[src/rtl/fft_pkg.sv]
// Shared types and helpers for the SDF FFT datapath.
package fft_pkg;

   localparam int unsigned DATA_DEF     = 9;
   localparam int unsigned MAX_LOG2_DEF = 4;

   typedef struct packed {
      logic signed [DATA_DEF-1:0] re;
      logic signed [DATA_DEF-1:0] im;
   } cplx_t;

   // Active delay for a select value, clamped to the physical chain length.
   function automatic int unsigned depth_of(input int unsigned sel,
                                            input int unsigned max_log2 = MAX_LOG2_DEF);
      if (sel > max_log2) begin
         return 32'd1 << max_log2;
      end
      return 32'd1 << sel;
   endfunction

endpackage

[src/rtl/sdf_delay_ctrl.sv]
// Control for the SDF delay line: active depth, fill and block counters,
// and the fill/butterfly phase bit.
module sdf_delay_ctrl
   import fft_pkg::*;
#(
   parameter int unsigned MAX_LOG2 = MAX_LOG2_DEF,
   parameter int unsigned SEL_W    = $clog2(MAX_LOG2 + 1)
) (
   input  logic                clk,
   input  logic                rstn,
   input  logic                clr,
   input  logic [SEL_W-1:0]    depth_sel,
   input  logic                in_valid,
   output logic                out_valid,
   output logic                phase,
   output logic [MAX_LOG2-1:0] tap_idx,
   output logic                shift_en
);

   localparam int unsigned      CntW   = MAX_LOG2 + 1;
   localparam logic [SEL_W-1:0] MaxSel = SEL_W'(MAX_LOG2);

   logic [SEL_W-1:0]    sel_clamped;
   logic [SEL_W-1:0]    cur_sel_d, cur_sel_q;
   logic [CntW-1:0]     fill_d, fill_q;
   logic [CntW-1:0]     depth;
   logic [MAX_LOG2-1:0] blk_d, blk_q;
   logic                phase_d, phase_q;

   assign sel_clamped = (depth_sel > MaxSel) ? MaxSel : depth_sel;
   assign depth       = CntW'(depth_of(32'(cur_sel_q), MAX_LOG2));
   assign tap_idx     = MAX_LOG2'(depth - CntW'(1));
   assign out_valid   = (fill_q == depth);
   assign phase       = phase_q;
   assign shift_en    = in_valid & ~clr;

   always_comb begin
      cur_sel_d = sel_clamped;
      fill_d    = fill_q;
      blk_d     = blk_q;
      phase_d   = phase_q;
      // A depth change restarts counting; a beat in that cycle shifts but is not counted.
      if (clr || (sel_clamped != cur_sel_q)) begin
         fill_d  = '0;
         blk_d   = '0;
         phase_d = 1'b0;
      end else if (in_valid) begin
         if (fill_q != depth) begin
            fill_d = fill_q + CntW'(1);
         end
         if (blk_q == tap_idx) begin
            blk_d   = '0;
            phase_d = ~phase_q;
         end else begin
            blk_d = blk_q + MAX_LOG2'(1);
         end
      end
   end

   always_ff @(posedge clk or negedge rstn) begin
      if (!rstn) begin
         cur_sel_q <= '0;
         fill_q    <= '0;
         blk_q     <= '0;
         phase_q   <= 1'b0;
      end else begin
         cur_sel_q <= cur_sel_d;
         fill_q    <= fill_d;
         blk_q     <= blk_d;
         phase_q   <= phase_d;
      end
   end

endmodule

[src/rtl/sdf_delay_line.sv]
// Complex feedback delay line for radix-2 SDF FFT stages with a runtime
// power-of-two depth and stall-tolerant shifting.
module sdf_delay_line
   import fft_pkg::*;
#(
   parameter int unsigned DATA     = DATA_DEF,
   parameter int unsigned MAX_LOG2 = MAX_LOG2_DEF,
   parameter int unsigned SEL_W    = $clog2(MAX_LOG2 + 1)
) (
   input  logic                   clk,
   input  logic                   rstn,
   input  logic                   clr,
   input  logic [SEL_W-1:0]       depth_sel,
   input  logic                   in_valid,
   input  logic signed [DATA-1:0] data_in_re,
   input  logic signed [DATA-1:0] data_in_im,
   output logic signed [DATA-1:0] data_out_re,
   output logic signed [DATA-1:0] data_out_im,
   output logic                   out_valid,
   output logic                   phase
);

   localparam int unsigned MaxDepth = 1 << MAX_LOG2;

   logic signed [DATA-1:0] re_d [MaxDepth];
   logic signed [DATA-1:0] re_q [MaxDepth];
   logic signed [DATA-1:0] im_d [MaxDepth];
   logic signed [DATA-1:0] im_q [MaxDepth];
   logic [MAX_LOG2-1:0]    tap_idx;
   logic                   shift_en;

   sdf_delay_ctrl #(
      .MAX_LOG2 (MAX_LOG2),
      .SEL_W    (SEL_W)
   ) u_ctrl (
      .clk       (clk),
      .rstn      (rstn),
      .clr       (clr),
      .depth_sel (depth_sel),
      .in_valid  (in_valid),
      .out_valid (out_valid),
      .phase     (phase),
      .tap_idx   (tap_idx),
      .shift_en  (shift_en)
   );

   // The chain is always full length; depth only moves the output tap.
   always_comb begin
      re_d = re_q;
      im_d = im_q;
      if (clr) begin
         for (int i = 0; i < MaxDepth; i++) begin
            re_d[i] = '0;
            im_d[i] = '0;
         end
      end else if (shift_en) begin
         re_d[0] = data_in_re;
         im_d[0] = data_in_im;
         for (int i = 1; i < MaxDepth; i++) begin
            re_d[i] = re_q[i-1];
            im_d[i] = im_q[i-1];
         end
      end
   end

   always_ff @(posedge clk or negedge rstn) begin
      if (!rstn) begin
         for (int i = 0; i < MaxDepth; i++) begin
            re_q[i] <= '0;
            im_q[i] <= '0;
         end
      end else begin
         re_q <= re_d;
         im_q <= im_d;
      end
   end

   assign data_out_re = re_q[tap_idx];
   assign data_out_im = im_q[tap_idx];

endmodule
[config.mk]
export PLATFORM = sky130hd
export DESIGN_NAME = sdf_delay_line
export DESIGN_NICKNAME = d
export VERILOG_FILES = /design/src/rtl/fft_pkg.sv /design/src/rtl/sdf_delay_ctrl.sv /design/src/rtl/sdf_delay_line.sv
export SDC_FILE = /design/constraint.sdc
export NUM_CORES = 1
export LEC_CHECK = 0
export ABC_AREA = 0
export ABC_CLOCK_PERIOD_IN_PS = 4400
export BUFFER_PORTS_ARGS = -buffer_cell sky130_fd_sc_hd__buf_4
export CAP_MARGIN = 10
export CORE_MARGIN = 2
export CORE_UTILIZATION = 55
export DETAILED_ROUTE_END_ITERATION = 10
export GPL_ROUTABILITY_DRIVEN = 0
export GPL_TIMING_DRIVEN = 0
export HOLD_SLACK_MARGIN = 0.1
export PLACE_DENSITY = 0.83
export REMOVE_ABC_BUFFERS = 1
export SETUP_SLACK_MARGIN = 0.05
export SLEW_MARGIN = 25
export SYNTH_ARGS = -nofsm -noshare
export SYNTH_HDL_FRONTEND = slang
export SYNTH_SLANG_ARGS = --single-unit
[constraint.sdc]
create_clock -name clk -period 4.4 [get_ports clk]
set_input_delay 0.22 -clock clk [delete_from_list [all_inputs] [get_ports clk]]
set_output_delay 0.22 -clock clk [all_outputs]
set_load 0.01 [all_outputs]
# After elaboration in Yosys (flattened, before gate mapping)
# Cells that the tools add are included.
[totals]
ff_bits = 301
wordCells = 81
[classes]
addsub = 3
magnitude_cmp = 3
n_eq_ne = 4
n_shift = 1
n_mux = 23
bitwise = 4
n_reduce_logical = 7
[op_table]
columns = ["op", "n"]
rows = [
  ["$mux 144", 4],
  ["$bmux 9 s4", 2],
  ["$mux 9", 4],
  ["$mux 5", 5],
  ["$mux 4", 3],
  ["$reduce_bool 2->1", 4],
  ["$gt 3x3->1 const B", 2],
  ["$add 5x1->5 const B", 1],
  ["$eq 5x5->1", 1],
  ["$ge 5x5->1 const B", 1],
  ["$ne 5x5->1", 1],
  ["$not 4->5", 1],
  ["$shl 1x3->5 const A", 1],
  ["$add 4x1->4 const B", 1],
  ["$eq 4x4->1", 1],
  ["$mux 1", 4],
  ["$reduce_and 2->1", 2],
  ["$sub 4x1->4 const B", 1],
  ["$mux 3", 1],
  ["$ne 3x3->1", 1],
  ["$not 1->1", 2],
  ["$and 1x1->1", 1],
  ["$logic_or 1x1->1", 1],
]

# Longest topological paths before layout
# Gate-level depths: netlist (run 1).
[logic_depth]
depth_word = 8
ltp_mapped = 14

# Cells and area by module
# Synthesis (run 1) repeated with hierarchy kept, for this count alone.
[unflattened]
hier_cells = 1182
area_unflattened_um2 = 14559.0
[modules_own_cells]
columns = ["mod", "instances", "cells_per_inst", "area_per_inst_um2", "seq_area_each_um2"]
rows = [
  ["sdf_delay_line", 1, 1081, 13651.8, 7206.9],
  ["sdf_delay_ctrl", 1, 101, 907.1, 325.3],
]

# Worst setup path after synthesis (run 1)
# OpenSTA, ideal clock, no wires.
[synth_timing]
kind = "reg2out"
from = "register u_ctrl.cur_sel_q[2]"
to = "output data_out_im[2]"
arrival_time_ns = 2.940
required_time_ns = 4.180
setup_slack_ns = 1.240
stages_incl_launch_ff = 15
path_buffers = 6
cell_sequence = "dfrtp_1 > clkbuf_1 > clkbuf_1 > clkbuf_1 > nor2_1 > nand2_1 > ha_1 > buf_2 > or4b_1 > buf_2 > buf_4 > o22ai_1 > a21oi_1 > a221oi_1 > a21oi_1"
[synth_via]
elab_chain_len = 8
elab_cells_between_ends = 9
classes_between = "1 x add/sub; 1 x order compare; 1 x shift; 5 x mux; 1 x bitwise"
[synth_rtl]
columns = ["item", "line", "source"]
rows = [
  ["from (decl)", "sdf_delay_ctrl.sv:24", "logic [SEL_W-1:0] cur_sel_d, cur_sel_q;"],
  ["from (signal assigned)", "sdf_delay_ctrl.sv:67", "cur_sel_q <= cur_sel_d;"],
  ["$gt 3x3->1", "fft_pkg.sv:15", "if (sel > max_log2) begin"],
  ["$mux 1", "fft_pkg.sv:15", ""],
  ["$mux 5 *", "fft_pkg.sv:18", "return 32'd1 << sel;"],
  ["$sub 4x1->4 *", "sdf_delay_ctrl.sv:32", "assign tap_idx = MAX_LOG2'(depth - CntW'(1));"],
  ["$not 4->5 (not written as such) *", "sdf_delay_line.sv:79", "assign data_out_im = im_q[tap_idx];"],
  ["$bmux 9 s4 *", "sdf_delay_line.sv:79", ""],
  ["$mux 9 (not written as such) * (2 in a row)", "sdf_delay_line.sv:79", ""],
  ["to (decl)", "sdf_delay_line.sv:18", "output logic signed [DATA-1:0] data_out_im,"],
]
# Every way passes the cells marked *; elsewhere a longest branch is shown, timed or not. The select of a mux whose other input is x is not followed.

# Worst setup path in the final report (run 1)
[layout_timing]
from = "register u_ctrl.cur_sel_q[1]"
to = "output data_out_re[7]"
[layout_via]
elab_chain_len = 8
elab_cells_between_ends = 9
classes_between = "1 x add/sub; 1 x order compare; 1 x shift; 5 x mux; 1 x bitwise"
[layout_rtl]
columns = ["item", "line", "source"]
rows = [
  ["$gt 3x3->1", "fft_pkg.sv:15", ""],
  ["$mux 1", "fft_pkg.sv:15", ""],
  ["$mux 5 *", "fft_pkg.sv:18", ""],
  ["$sub 4x1->4 *", "sdf_delay_ctrl.sv:32", ""],
  ["$not 4->5 (not written as such) *", "sdf_delay_line.sv:78", "assign data_out_re = re_q[tap_idx];"],
  ["$bmux 9 s4 *", "sdf_delay_line.sv:78", ""],
  ["$mux 9 (not written as such) * (2 in a row)", "sdf_delay_line.sv:78", ""],
  ["to (decl)", "sdf_delay_line.sv:17", "output logic signed [DATA-1:0] data_out_re,"],
]
# Marks and branches as above.

==> results of run 1 <==
-- cell families (layout without fill, tap and decap cells) --
logic type | count (synthesis) | after routing | synth area share
multiplexers | 390 | 390 | 0.290
XOR/XNOR | 9 | 9 | 0.00524
AO/OA/AOI/OAI | 171 | 171 | 0.0708
buffers and inverters | 116 | 139 | 0.0347
flip-flops | 301 | 301 | 0.501
adder cells (fa/ha/maj) | 3 | 3 | 0.00250
AND/OR/NAND/NOR | 351 | 351 | 0.0954
-- worst max-delay path: cells and delay by family, from the launching register on --
kind	cells	cell delay [ns]
simple gates	2	1.45
compound gates	4	0.74
flops	1	0.65
fa+ha+maj	1	0.35
buf+inv	1	0.17
-- cells in the final DEF, fill, tap and decap left out, types with 4 or more instances in the layout --
cell and n:
o22ai_1 22, a221oi_1 4, mux4_2 36, o21ai_0 22, dfrtp_1 299, dlygate4sd3_1 24
nand3_1 4, xor2_1 7, nand2_1 19, buf_12 5, a211oi_1 18, clkbuf_8 6
mux2_2 6, buf_4 41, clkbuf_1 6, nor2_1 294, clkbuf_16 31, o211ai_1 13
a21oi_1 67, buf_16 10, nor2b_1 8, mux2i_1 348, clkinv_2 6, a21o_1 12
nand3b_1 4
-- per-stage QoR --
| stage | worst slack [ns] | cell area [sq um] |
|---|---|---|
| 2_1_floorplan | -2.09 | 14500 |
| 3_5_place_dp | 0.502 | 15700 |
| 3_3_place_gp | -5.27 | 15300 |
| 6_report | 0.241 | 17000 |
| 4_1_cts | 0.149 | 17000 |
| 5_1_grt | 0.0814 | 17000 |
-- power by group --
| part | internal (uW) | leakage (uW) | switching (uW) |
|---|---|---|---|
| Clock | 1560 | 0.000503 | 1070 |
| Sequential | 2790 | 0.00418 | 34.0 |
| Combinational | 255 | 0.00381 | 369 |
| Total | 4600 | 0.00850 | 1470 |
-- flip-flops by register name, summed over array words and instances, names as in the netlist --
register / flops
im_q: 144
u_ctrl.fill_q: 5
u_ctrl.phase: 1
u_ctrl.blk_q: 4
re_q: 144
u_ctrl.cur_sel_q: 3
-- repair_timing --
action / CTS / global route
pin swaps: 0 / 0
endpoints found under the hold margin: 138 / 0
endpoints found under the setup margin: 6 / 2
setup buffers: 2 / 0
resized for setup: 1 / 1
hold buffers: 24 / 0
-- cell type report --
type / instances / area share
flip-flops and latches: 301 / 0.444
clock inverters: 10 / 0.00759
clock buffers: 43 / 0.0519
well taps: 341 / 0.0251
inverters: 2 / 0.000442
repair buffers: 84 / 0.0577
multi-input cells: 924 / 0.413
-- synth_stat cells, drive strengths merged (13+ instances only) --
cell      n
o22ai    24
a21oi    67
mux4     36
buf      63
mux2i   348
a211oi   18
clkbuf   51
o21ai    22
dfrtp   301
nor2    295
nand2    19
o211ai   13
-- routing by layer --
metal | vias up | global-route usage | routed length (microns)
met5 | - | 0 | 0
met2 | 240 | 0.384 | 15900
li1 | 4752 | - | -
met4 | 0 | 0.0591 | 656
met3 | 57 | 0.0292 | 1390
met1 | 5316 | 0.311 | 13800
-- worst min-delay path by stage --
| stage | from | end | slack [ns] | cells after the start |
|---|---|---|---|---|
| 6_report | rstn | re_q[31]$_DFFE_PN0P_ | 0.14 | 2 |
| 5_1_grt | rstn | re_q[31]$_DFFE_PN0P_ | 0.17 | 2 |
| 4_1_cts | rstn | re_q[31]$_DFFE_PN0P_ | 0.13 | 2 |
| 3_5_place_dp | rstn | re_q[31]$_DFFE_PN0P_ | 0.12 | 1 |
| 3_3_place_gp | depth_sel[2] | u_ctrl.cur_sel_q[2]$_DFF_PN0_ | 0.37 | 1 |
| 2_1_floorplan | rstn | im_q[0]$_DFFE_PN0P_ | -0.08 | 0 |
==> out/metrics.csv, run 1 <==
metric;value;unit
drc_errors;0;
n_antenna_cell;0;
finalHoldViolCount;0;
ys_seq_area_frac;0.501;
multiInputGateArea;7020;sq um
synthTopCellsByArea;dfrtp_1, mux2i_1, nor2_1;
via_count;10365;
fmax;240;MHz
grt_max_degree;104;
slowest_delay;0.96;ns
ff_latch_area;7540;sq um
cts_tree;yes;
area_growth_syn_to_layout;13.0;%
rows;60;
htreeDepth;1;
postLayoutCoreUtil;0.632;
tightest_slew;0.806;ns
synth_top_area_share;0.501;
critPathLaunchType;flip-flop;
setup_viol;0;
finalCritPeriodShare;0.945;
r2r-end;u_ctrl.blk_q[3]$_DFFE_PN0P_;
cts-root-buf;clkbuf_16;
rsz0062_at_grt;no;
crit_start;u_ctrl.cur_sel_q[1]$_DFF_PN0_;
crit_chain;or3_1 -> ha_4 -> or4_2 -> o22ai_1 -> a211oi_1 -> a221oi_1 -> a21oi_1 -> buf_4;
firstDrtPassIters;6;
fill_cells;2026;
skew;0.00525;ns
synth_edf_count;0;
ant_nets;0;
final.setup.tns;0;ns
wl_per_cell;18.7;microns
yosysWarnings;0;
cp.required;4.18;ns
track_usage;0.226;
die_h;169;microns
end_kind;primary output;
nNetsFinal;1372;
cts.sinks;301;
r2r-start;u_ctrl.cur_sel_q[1]$_DFF_PN0_;
cp-endpoint;data_out_re[7];
crit_fanout;29;
fin_cells;1705;
ys.flop_type;dfrtp_1;
path_class;flip-flop to primary output;
clk_pin_slew_worst_paths;0.06;ns
start_util;0.559;
syn-cell-area;15000;sq um
drv_slew;0;
die-area;28700;sq um
drt-initial-drc-count;792;
clock_latency;0.56;ns
slew-limit-headroom;0.462;
overflow;0;
async_flop_share;1.00;
power;6070;uW
die_x;169;microns
syn_inst;1341;
cp_data_arrival_time;3.94;ns
r2r_slack;1.48;ns
hold_slack;0.135;ns
synth_seq_cells;301;
dp.cells;1626;
routed_wl;31.8;mm
drive_gt1_frac;0.118;
avgSynthCellArea;11.2;sq um
slowest_stage;or4_2;
pin_count;45;
min_period;4.16;ns
core-area;26900;sq um
grt_antenna_before_repair;0;
reg2reg_depth;8;
power_density;358;nW/um^2
synth_cell_types;49;
hp-class;input pin to async pin;
cap_violations;0;
grt_pass1_vias;10517;
status;completed;
max-clock-path-buffers;3;
numCtsBuffers;31;
place_hpwl;17.9;mm
grt_pass1_wl;53.7;mm
yosysTopAreaCell;dfrtp_1;
p_leak;0.00850;uW
portBuffers;44;
vias_per_cell;6.08;
ir_drop;0.292;mV
No activity file was read; power rests on OpenSTA's default activity.
==> run 2: changes to the inputs <==
BUFFER_PORTS_ARGS = -buffer_cell sky130_fd_sc_hd__buf_2   (was -buffer_cell sky130_fd_sc_hd__buf_4)
==> run 2 against run 1 <==
- global-route usage is 0.33 points lower
- fmax is 0.24% lower
- critical path type unchanged
- non-clock buffer count is 3 higher
- largest cell class unchanged
- total power is 0.86% lower
- die area stayed put
- cell area is 0.34% lower
- critical endpoint unchanged
- clock skew hardly changed
- register-to-register slack better by 0.09 ns
- cell count is 0.23% higher
- flip-flop and latch count stayed put
==> out/metrics.csv, run 2 (synthesized netlist as in run 1, its figures left out) <==
metric;value;unit;change
grt_max_degree;121;;+16%
r2r_slack;1.57;ns;+0.09 ns
via_count;10311;;-0.52%
portBuffers;44;;unchanged
nNetsFinal;1374;;+0.15%
status;completed;;
cap_violations;0;;unchanged
multiInputGateArea;7020;sq um;unchanged
wl_per_cell;18.3;microns;-1.8%
crit_fanout;27;;-6.9%
max-clock-path-buffers;3;;unchanged
ant_nets;0;;unchanged
vias_per_cell;6.03;;-0.75%
setup_viol;0;;unchanged
core-area;26900;sq um;unchanged
firstDrtPassIters;6;;unchanged
grt_antenna_before_repair;0;;unchanged
skew;0.00543;ns;+0.000175 ns
htreeDepth;1;;unchanged
final_common_cell;mux2i_1;;
clk_pin_slew_worst_paths;0.06;ns;about the same
n_antenna_cell;0;;unchanged
area_growth_syn_to_layout;12.6;%;
ff_latch_area;7540;sq um;unchanged
cts_tree;yes;;
die-area;28700;sq um;unchanged
setup_slack;0.231;ns;-0.0101 ns
end_kind;primary output;;
drv_slew;0;;unchanged
rows;60;;unchanged
finalHoldViolCount;0;;unchanged
fmax;240;MHz;-0.24%
die_h;169;microns;unchanged
clock_latency;0.55;ns;about the same
drt-initial-drc-count;926;;+17%
path_class;flip-flop to primary output;;
pin_count;45;;unchanged
drc_errors;0;;unchanged
tightest_slew;0.817;ns;+0.0108 ns
ir_drop;0.296;mV;+1.1%
finalCritPeriodShare;0.947;;+0.00230
hold_slack;0.115;ns;-0.0203 ns
overflow;0;;unchanged
power_density;356;nW/um^2;-0.52%
design_area;16900;sq um;-0.34%
place_ws;0.414;ns;-0.0880 ns
cts-root-buf;clkbuf_16;;
detailed_place.area;15600;sq um;-0.61%
track_usage;0.223;;-0.00333
slew-limit-headroom;0.455;;-0.00718
final_cell_mix;mux2i_1, dfrtp_1, nor2_1;;
fill_cells;2026;;unchanged
place_hpwl;17.9;mm;-0.11%
cp.required;4.18;ns;about the same
die_x;169;microns;unchanged
min_period;4.17;ns;+0.0101 ns
reg_top3;im_q: 144 flops, re_q: 144 flops, u_ctrl.fill_q: 5 flops;;
hp-class;input pin to flip-flop;;
cp_data_arrival_time;3.95;ns;about the same
cts.sinks;301;;unchanged
start_util;0.559;;unchanged
numCtsBuffers;30;;-3.2%
routed_wl;31.3;mm;-1.5%
drive_gt1_frac;0.117;;-0.00108
grt_pass1_vias;10540;;+0.22%
p_leak;0.00849;uW;about the same
final.setup.tns;0;ns;unchanged
grt_pass1_wl;52.7;mm;-1.8%
rsz0062_at_grt;no;;
postLayoutCoreUtil;0.630;;-0.00214
critPathLaunchType;flip-flop;;
## run 2: changes by cell type in the layout (fill, tap and decap cells not counted)
cell           before  now
buf_2               0   41
buf_4              41    0
dlygate4sd3_1      24   27
clkbuf_1            6    8
buf_16             10   11
buf_6               1    0
inv_6               1    0
## run 2: final timing paths
kind | start | depth (start not counted) | endpoint
setup / recovery | u_ctrl.cur_sel_q[2]$_DFF_PN0_ | 8 | data_out_re[7]
hold / removal | in_valid | 3 | re_q[49]$_DFFE_PN0P_
setup reg to reg | u_ctrl.cur_sel_q[2]$_DFF_PN0_ | 8 | u_ctrl.blk_q[1]$_DFFE_PN0P_
hold reg to reg | im_q[3]$_DFFE_PN0P_ | 2 | im_q[3]$_DFFE_PN0P_
max in group asynchronous | rstn | 4 | im_q[12]$_DFFE_PN0P_
min in group asynchronous | rstn | 2 | re_q[31]$_DFFE_PN0P_
## run 2: layout make-up
| type | count | area share |
|---|---|---|
| Multi-Input combinational cell | 924 | 0.415 |
| Tap cell | 341 | 0.0252 |
| Sequential cell | 301 | 0.446 |
| Timing Repair Buffer | 87 | 0.0546 |
| Clock buffer | 45 | 0.0525 |
| Inverter | 2 | 0.000444 |
| Clock inverter | 9 | 0.00710 |
## run 2: where the power goes
part           internal (uW)  switching (uW)
Combinational            247             368
Clock                   1560            1020
Sequential              2790            32.9
Total                   4600            1420
## run 2: repair_timing
item                                    CTS  global route
endpoints found under the setup margin    6             3
buffers inserted                          2             0
hold buffers                             27             0
resized for setup                         0             2
pin swaps                                 1             0
endpoints found under the hold margin   202             0
## run 2: stage by stage
stage                     power [uW]  cells
final                           6020   1709
after floorplan                 3160   1227
after global placement          3510   1612
after global routing            6250   1709
after detailed placement        3460   1626
after CTS                       6070   1709
## run 2: critical path, cell delays in order, from the launching register on
cell and delay [ns]:
dfrtp_4 0.67, or3_1 0.47, ha_4 0.33, or4_2 0.95, o22ai_1 0.24, a211oi_1 0.09
a221oi_1 0.30, a21oi_1 0.12, buf_2 0.19
## run 2: layer usage
| layer | share of wire | up-vias | GRT usage | wire, microns |
|---|---|---|---|---|
| met5 | 0 | - | 0 | 0 |
| met4 | 0.027 | 0 | 0.0743 | 856 |
| met3 | 0.039 | 71 | 0.0273 | 1240 |
| met2 | 0.49 | 226 | 0.379 | 15500 |
| met1 | 0.44 | 5246 | 0.299 | 13800 |
| li1 | - | 4768 | - | - |
